## src/rtl/alu_nibble_serial.sv

```systemverilog
// Nibble-serial 16-bit add/subtract unit for the COMET2 ALU (ADDA/SUBA/ADDL/SUBL).
// One 4-bit slice per clock with a registered carry; all outputs are registered.
module alu_nibble_serial #(
  parameter int WIDTH = 16
) (
  input  logic             clk,
  input  logic             rst,
  input  logic             start,
  input  logic [1:0]       op,
  input  logic [WIDTH-1:0] a,
  input  logic [WIDTH-1:0] b,
  output logic             busy,
  output logic             done,
  output logic [WIDTH-1:0] result,
  output logic             of,
  output logic             sf,
  output logic             zf
);

  localparam int N  = WIDTH / 4;
  localparam int IW = (N > 1) ? $clog2(N) : 1;

  typedef enum logic [1:0] {
    S_IDLE = 2'd0,
    S_CALC = 2'd1,
    S_DONE = 2'd2
  } state_t;

  state_t           r_state;
  state_t           w_next;
  logic [WIDTH-1:0] r_a;
  logic [WIDTH-1:0] r_b;
  logic [WIDTH-1:0] r_res;
  logic [1:0]       r_op;
  logic             r_cin;
  logic [IW-1:0]    r_idx;
  logic             r_of;
  logic             r_sf;
  logic             r_zf;

  logic             w_accept;
  logic             w_last;
  logic [4:0]       w_sum;
  logic [WIDTH-1:0] w_res_next;
  logic             w_of;

  // Busy is derived from the state one cycle late, so gate on it as well to
  // keep a start seen alongside the done pulse from being taken.
  assign w_accept = (r_state == S_IDLE) && start && !busy;
  assign w_last   = (r_idx == IW'(N - 1));
  assign w_sum    = {1'b0, r_a[{r_idx, 2'b00} +: 4]}
                  + {1'b0, r_b[{r_idx, 2'b00} +: 4]}
                  + {4'd0, r_cin};

  always_comb begin
    w_res_next = r_res;
    w_res_next[{r_idx, 2'b00} +: 4] = w_sum[3:0];
  end

  always_comb begin
    w_of = 1'b0;
    case (r_op)
      2'b00, 2'b01: w_of = (r_a[WIDTH-1] == r_b[WIDTH-1]) && (w_res_next[WIDTH-1] != r_a[WIDTH-1]);
      2'b10:        w_of = w_sum[4];
      2'b11:        w_of = ~w_sum[4];
      default:      w_of = 1'b0;
    endcase
  end

  always_ff @(posedge clk) begin
    if (rst) r_state <= S_IDLE;
    else     r_state <= w_next;
  end

  always_comb begin
    w_next = r_state;
    case (r_state)
      S_IDLE: begin
        if (w_accept) w_next = S_CALC;
        else          w_next = S_IDLE;
      end
      S_CALC: begin
        if (w_last) w_next = S_DONE;
        else        w_next = S_CALC;
      end
      S_DONE:  w_next = S_IDLE;
      default: w_next = S_IDLE;
    endcase
  end

  always_ff @(posedge clk) begin
    if (rst) begin
      r_a   <= {WIDTH{1'b0}};
      r_b   <= {WIDTH{1'b0}};
      r_res <= {WIDTH{1'b0}};
      r_op  <= 2'b00;
      r_cin <= 1'b0;
      r_idx <= {IW{1'b0}};
      r_of  <= 1'b0;
      r_sf  <= 1'b0;
      r_zf  <= 1'b0;
    end else begin
      case (r_state)
        S_IDLE: begin
          if (w_accept) begin
            r_a   <= a;
            r_b   <= op[0] ? ~b : b;
            r_op  <= op;
            r_cin <= op[0];
            r_idx <= {IW{1'b0}};
          end
        end
        S_CALC: begin
          r_res <= w_res_next;
          r_cin <= w_sum[4];
          if (w_last) begin
            r_of <= w_of;
            r_sf <= w_res_next[WIDTH-1];
            r_zf <= (w_res_next == {WIDTH{1'b0}});
          end else begin
            r_idx <= r_idx + IW'(1);
          end
        end
        default: begin
          r_idx <= r_idx;
        end
      endcase
    end
  end

  always_ff @(posedge clk) begin
    if (rst) begin
      busy   <= 1'b0;
      done   <= 1'b0;
      result <= {WIDTH{1'b0}};
      of     <= 1'b0;
      sf     <= 1'b0;
      zf     <= 1'b0;
    end else begin
      busy   <= (r_state != S_IDLE);
      done   <= (r_state == S_DONE);
      result <= r_res;
      of     <= r_of;
      sf     <= r_sf;
      zf     <= r_zf;
    end
  end

endmodule

```

## config.mk

```make
export PLATFORM = sky130hd
export DESIGN_NAME = alu_nibble_serial
export DESIGN_NICKNAME = d
export VERILOG_FILES = /design/src/rtl/alu_nibble_serial.sv
export SDC_FILE = /design/constraint.sdc
export NUM_CORES = 1
export LEC_CHECK = 0
export CAP_MARGIN = 20
export CORE_MARGIN = 10
export CORE_UTILIZATION = 40
export CTS_BUF_LIST = sky130_fd_sc_hd__clkbuf_8 sky130_fd_sc_hd__clkbuf_16
export CTS_CLUSTER_DIAMETER = 120
export CTS_CLUSTER_SIZE = 24
export DETAILED_ROUTE_END_ITERATION = 8
export PLACE_DENSITY_LB_ADDON = 0.08
export SLEW_MARGIN = 20
export SYNTH_ARGS = -nofsm -noshare
export SYNTH_HDL_FRONTEND = slang
export SYNTH_SLANG_ARGS = --single-unit
```

## constraint.sdc

```tcl
create_clock -name clk -period 3.7 [get_ports clk]
set_clock_uncertainty 0.05 [all_clocks]
set_input_delay 0.555 -clock clk [delete_from_list [all_inputs] [get_ports clk]]
set_output_delay 0.555 -clock clk [all_outputs]
set_load 0.1 [all_outputs]
```

Word-level counts from Yosys, hierarchy flattened
Cells that the tools add are included.
{"block": "word_totals", "reg_bits": 79, "inputBits": 37, "output_inout_bits": 21, "word_cells": 61}
{"block": "classes", "n_addsub": 4, "n_eq_ne": 10, "shift": 4, "muxes": 11, "bitwise_logic": 2, "reduce_logical": 14}
{"op": "variable part select 16 x 5 -> 4 bit", "n": 2}
{"op": "bitwise mux 16 bit", "n": 1}
{"op": "zero test 16 bit", "n": 1}
{"op": "two-way mux 16 bit", "n": 1}
{"op": "NOT 16 bit", "n": 1}
{"op": "variable shift 4 x 6 -> 16 bit, first input constant", "n": 1}
{"op": "variable part select 4 x 6 -> 16 bit", "n": 1}
{"op": "== test 2 bit, second input constant", "n": 4}
{"op": "case mux 2 bit (2 select lines)", "n": 2}
{"op": "two-way mux 2 bit", "n": 3}
{"op": "negator 4 -> 6 bit", "n": 1}
{"op": "AND reduction 2 bit", "n": 3}
{"op": "adder 4 x 4 -> 5 bit", "n": 1}
{"op": "adder 5 x 1 -> 5 bit", "n": 1}
{"op": "== test 2 x 1 -> 1 bit, second input constant", "n": 2}
{"op": "zero test 2 bit", "n": 2}
{"op": "inequality test 2 bit, second input constant", "n": 2}
{"op": "nonzero test 2 bit", "n": 2}
{"op": "logical AND 1 bit", "n": 3}
{"op": "case mux 1 bit (3 select lines)", "n": 1}
{"op": "AND reduction 3 bit", "n": 1}
{"op": "adder 2 x 1 -> 2 bit, second input constant", "n": 1}
{"op": "two-way mux 1 bit", "n": 2}
{"op": "case mux 1 bit (2 select lines)", "n": 1}
{"op": "5 further kinds", "n": 5}

Longest topological paths before layout
{"block": "depth", "word_depth": 8, "mapped_depth": 10, "mapped_depth_nobuf": 9}

Least setup slack after synthesis
OpenSTA, ideal clock, no wires.
{"block": "synth_timing", "path_kind": "register to register", "from": "reg r_idx[0]", "to": "reg r_zf", "setup_time_ps": 117, "arrival_time_ps": 2753, "t_required_ps": 3533, "slack_ps": 780, "stages_incl_launch_ff": 11, "n_path_buf": 1, "synth_period_minus_slack_ps": 2920, "path_cell_list": "dfxtp_1 > buf_2 > mux4_2 > fa_1 > inv_1 > fa_1 > inv_1 > a21oi_1 > o211ai_1 > nor4_1 > a22o_1"}
{"block": "synth_between", "elab_chain_len": 6, "elab_cells_between_ends": 11, "cone_classes": "add/sub (3); eq/ne (1); shift (4); mux (1); reduce/logical (2)"}
{"element": "start: declaration", "line_no": "36", "text": "logic [IW-1:0] r_idx;"}
{"element": "start signal: assignment", "line_no": "98", "text": "r_idx <= {IW{1'b0}};"}
{"element": "start signal: assignment", "line_no": "110", "text": "r_idx <= {IW{1'b0}};"}
{"element": "start signal: assignment", "line_no": "121", "text": "r_idx <= r_idx + IW'(1);"}
{"element": "variable part select 16 x 5 -> 4 bit (on tied branches)", "line_no": "51, 52"}
{"element": "adder 4 x 4 -> 5 bit", "line_no": "52", "text": "+ {1'b0, r_b[{r_idx, 2'b00} +: 4]}"}
{"element": "adder 5 x 1 -> 5 bit", "line_no": "53", "text": "+ {4'd0, r_cin};"}
{"element": "variable part select 4 x 6 -> 16 bit", "line_no": "57", "text": "w_res_next[{r_idx, 2'b00} +: 4] = w_sum[3:0];"}
{"element": "bitwise mux 16 bit", "line_no": "57"}
{"element": "zero test 16 bit", "line_no": "119", "text": "r_zf <= (w_res_next == {WIDTH{1'b0}});"}
{"element": "end signal: assignment", "line_no": "119"}
{"element": "end: declaration", "line_no": "39", "text": "logic r_zf;"}
Parallel ways exist; a longest one is shown, timed or not.
A chain may end at the register's enable or synchronous reset.

Worst setup path in the final report
Same ends and word-level chain as after synthesis.

==> flow_summary.toml <==
[layout]
drive_above_1_share_pct = 9.35
fin_nets = 460
area_growth_pct = 24.4
post-route-util_pct = 51.5
mostFrequentLayoutCells = "79 x dfxtp_1, 56 x clkdlybuf4s50_1, 48 x nor2_1, 46 x nand2_1"
final_common_cell = "dfxtp_1"
n_antenna_cell = 0

[run]
cap_violations = 0

[timing]
fmax_mhz = 320
rsz0062_at_grt = "false"
fin_setup_tns_ps = 0
tightest_slew_ps = 982
max_slew_margin_pct = 34.3
finalCritPeriodShare_pct = 84.5
final_max_slew_viol_count = 0
setup_slack_ps = 574
finalSetupViolCount = 0
finalWorstPathRequiredPeriod_ps = 3130
hold_violations = 0

[place]
place.gp.congestion = 0.863
hpwlAfterDp_um = 5650
dp_slack_ps = 548
port_buffers = 57

[synthesis]
synth_fa_ha_area_share_pct = 4.44
yosysSeqAreaShare_pct = 46.0
synthFlopType = "dfxtp_1"
ys_ff_latch = 79
ys_async_sr_fraction_pct = 0
yosys-top-cells-area = "dfxtp_1 46%, mux4_2 5.2%, nor2_1 5.2%"
synth_fp_nets = 408
synth_top_area_share_pct = 46.0
synthXorXnorAreaFrac_pct = 4.59
synthesis.area_um2 = 3440
synthSimpleGateAreaFrac_pct = 20.9
ys.warnings.count = 0
synth_area_leader_cell = "dfxtp_1"
synth_compound_area_share_pct = 15.2
syn_avg_cell_area_um2 = 9.54
synth.mux.area_fraction_pct = 5.54
synthCells = 360
synth_edf_count = 0
yosysUniqueCellTypes = 47
synth_top_family_by_area = "simple AND/OR/NAND/NOR gates"

[clocking]
insertion_delay_ps = 350
clock-sinks = 79
h-tree-depth = 3
clockBufferDepth = 2
cts_tree = "yes"
clkSlewWorstSetupHoldPaths_ps = 80
cts-hold-fix-buffers = 0
root_buffer = "clkbuf_8"
post_cts_buffers = 0
cts_resized = 0
cts_made_buffers = 9

[worst_setup_path]
worstSetupPathDepth = 8
crit_path_top_delay_cell = "dfxtp_1"
crit_type = "flop to flop"
startpoint_type = "flop"
r2r_setup_slack_ps = 570
cp-end-kind = "flop"
crit_path_end = "r_zf"
r2r-end = "r_zf"
slowest_delay_ps = 560
crit_chain = "buf_4 -> mux4_2 -> fa_1 -> and3_4 -> o21ai_0 -> and2_1 -> o22ai_1 -> a22o_1"
crit_start = "r_idx[0]"
worstPathRequired_ps = 3900
crit_buf_inv = 1
arrival_ps = 3330
worstRegToRegCells = 8
reg2reg_from = "r_idx[0]"
critPathMaxFanout = 12
crit_family = "compound AO/OA/AOI/OAI gates"

[status]
status = "complete, no violations"

[floorplanning]
start_util_pct = 41.4
die_h_um = 113
fp-row-count = 33
die-area_um2 = 12700
coreArea_um2 = 8300
io_pins = 58
die_x_um = 113

[global_routing]
grt_pass1_vias = 2694
grt_first_pass_wirelength_um = 13100
grt_max_degree = 48
grt_usage_pct = 12.3
overflow = 0
antenna_found_initial = 0

[pwr]
power_density_nw_per_um2 = 433
leakagePower_nw = 1.53
vdd_drop_max_v = 0.000189

[drt]
ant_nets = 0
drt_iter0_drc = 87
drcViolationCount = 0
vias_per_cell = 5.09
drt_first_pass_iters = 4
wire_per_inst_um = 14.4
vias = 2656
wirelength_um = 7540

[worst_hold_path]
hold_class = "flop to flop"
[synth_stat cells, types with 4 or more instances]
cell type and n:
buf_2 9, clkbuf_1 9, o21ai_0 5, xnor2_1 18
a22oi_1 11, nor2b_1 22, nand2_1 46, a211oi_1 19
inv_1 7, ha_1 9, a21oi_1 22, mux4_2 8
nor2_1 48, dfxtp_1 79, and2_1 4
[layer usage]
layer  GRT usage (%)  wire length, um  part of all wire, %  up-vias
met4            5.41              154                  2.0        0
met3            3.51              375                  5.0       13
met5               0                0                    0        -
met2            18.2             3350                   44       55
li1                -                -                    -     1365
met1            16.1             3660                   49     1223
[metrics by stage]
step	total power [mW]	area [um2]	hold WS [ps]	std cells
6_report	1.85	4270	409	522
5_1_grt	1.94	4270	435	522
4_1_cts	1.87	4270	408	522
3_5_place_dp	1.28	4090	398	506
3_3_place_gp	1.28	4090	396	506
2_1_floorplan	1.17	3440	382	360
[power by group]
group	internal, mW	switching, mW	total, mW
sequential	0.893	0.0321	0.925
combinational	0.148	0.186	0.334
clock	0.278	0.312	0.590
total	1.32	0.530	1.85
[kinds of logic after synthesis]
family                   count (synthesis)
AO/OA/AOI/OAI                           73
XOR/XNOR                                18
adder cells (fa/ha/maj)                 11
buffers and inverters                   27
flip-flops                              79
multiplexers                             9
AND/OR/NAND/NOR                        143
[worst min path at each step]
stage                 endpoint  startpoint  slack (ps)  depth (start not counted)
CTS                    r_a[12]     r_a[12]         410                          2
global placement        r_a[9]      r_a[9]         400                          2
detailed placement     r_a[12]     r_a[12]         400                          2
global route            r_a[2]      r_a[2]         430                          2
floorplan           result[12]   r_res[12]         380                          2
finish                  r_a[7]      r_a[7]         410                          2
[registers in the layout, summed over array words and instances (netlist names), 2 cells and up]
register	flops
r_res	16
r_idx	2
r_a	16
r_state	2
r_b	16
r_op	2
result	16
[area by class of cell]
class | instances | area, um2
Timing Repair Buffer | 61 | 608
Clock buffer | 11 | 151
Tap cell | 105 | 131
Clock inverter | 5 | 32.5
Fill cell | 792 | 4030
Inverter | 7 | 26.3
Multi-Input combinational cell | 254 | 1740
Sequential cell | 79 | 1580
[worst min-delay path, delay by kind of cell, from the launching register on]
family           cells  cell delay (ps)
flip-flops           1              310
AND/OR/NAND/NOR      1               50
AO/OA/AOI/OAI        1               50
Note: power is estimated with default switching activity, not from simulation.
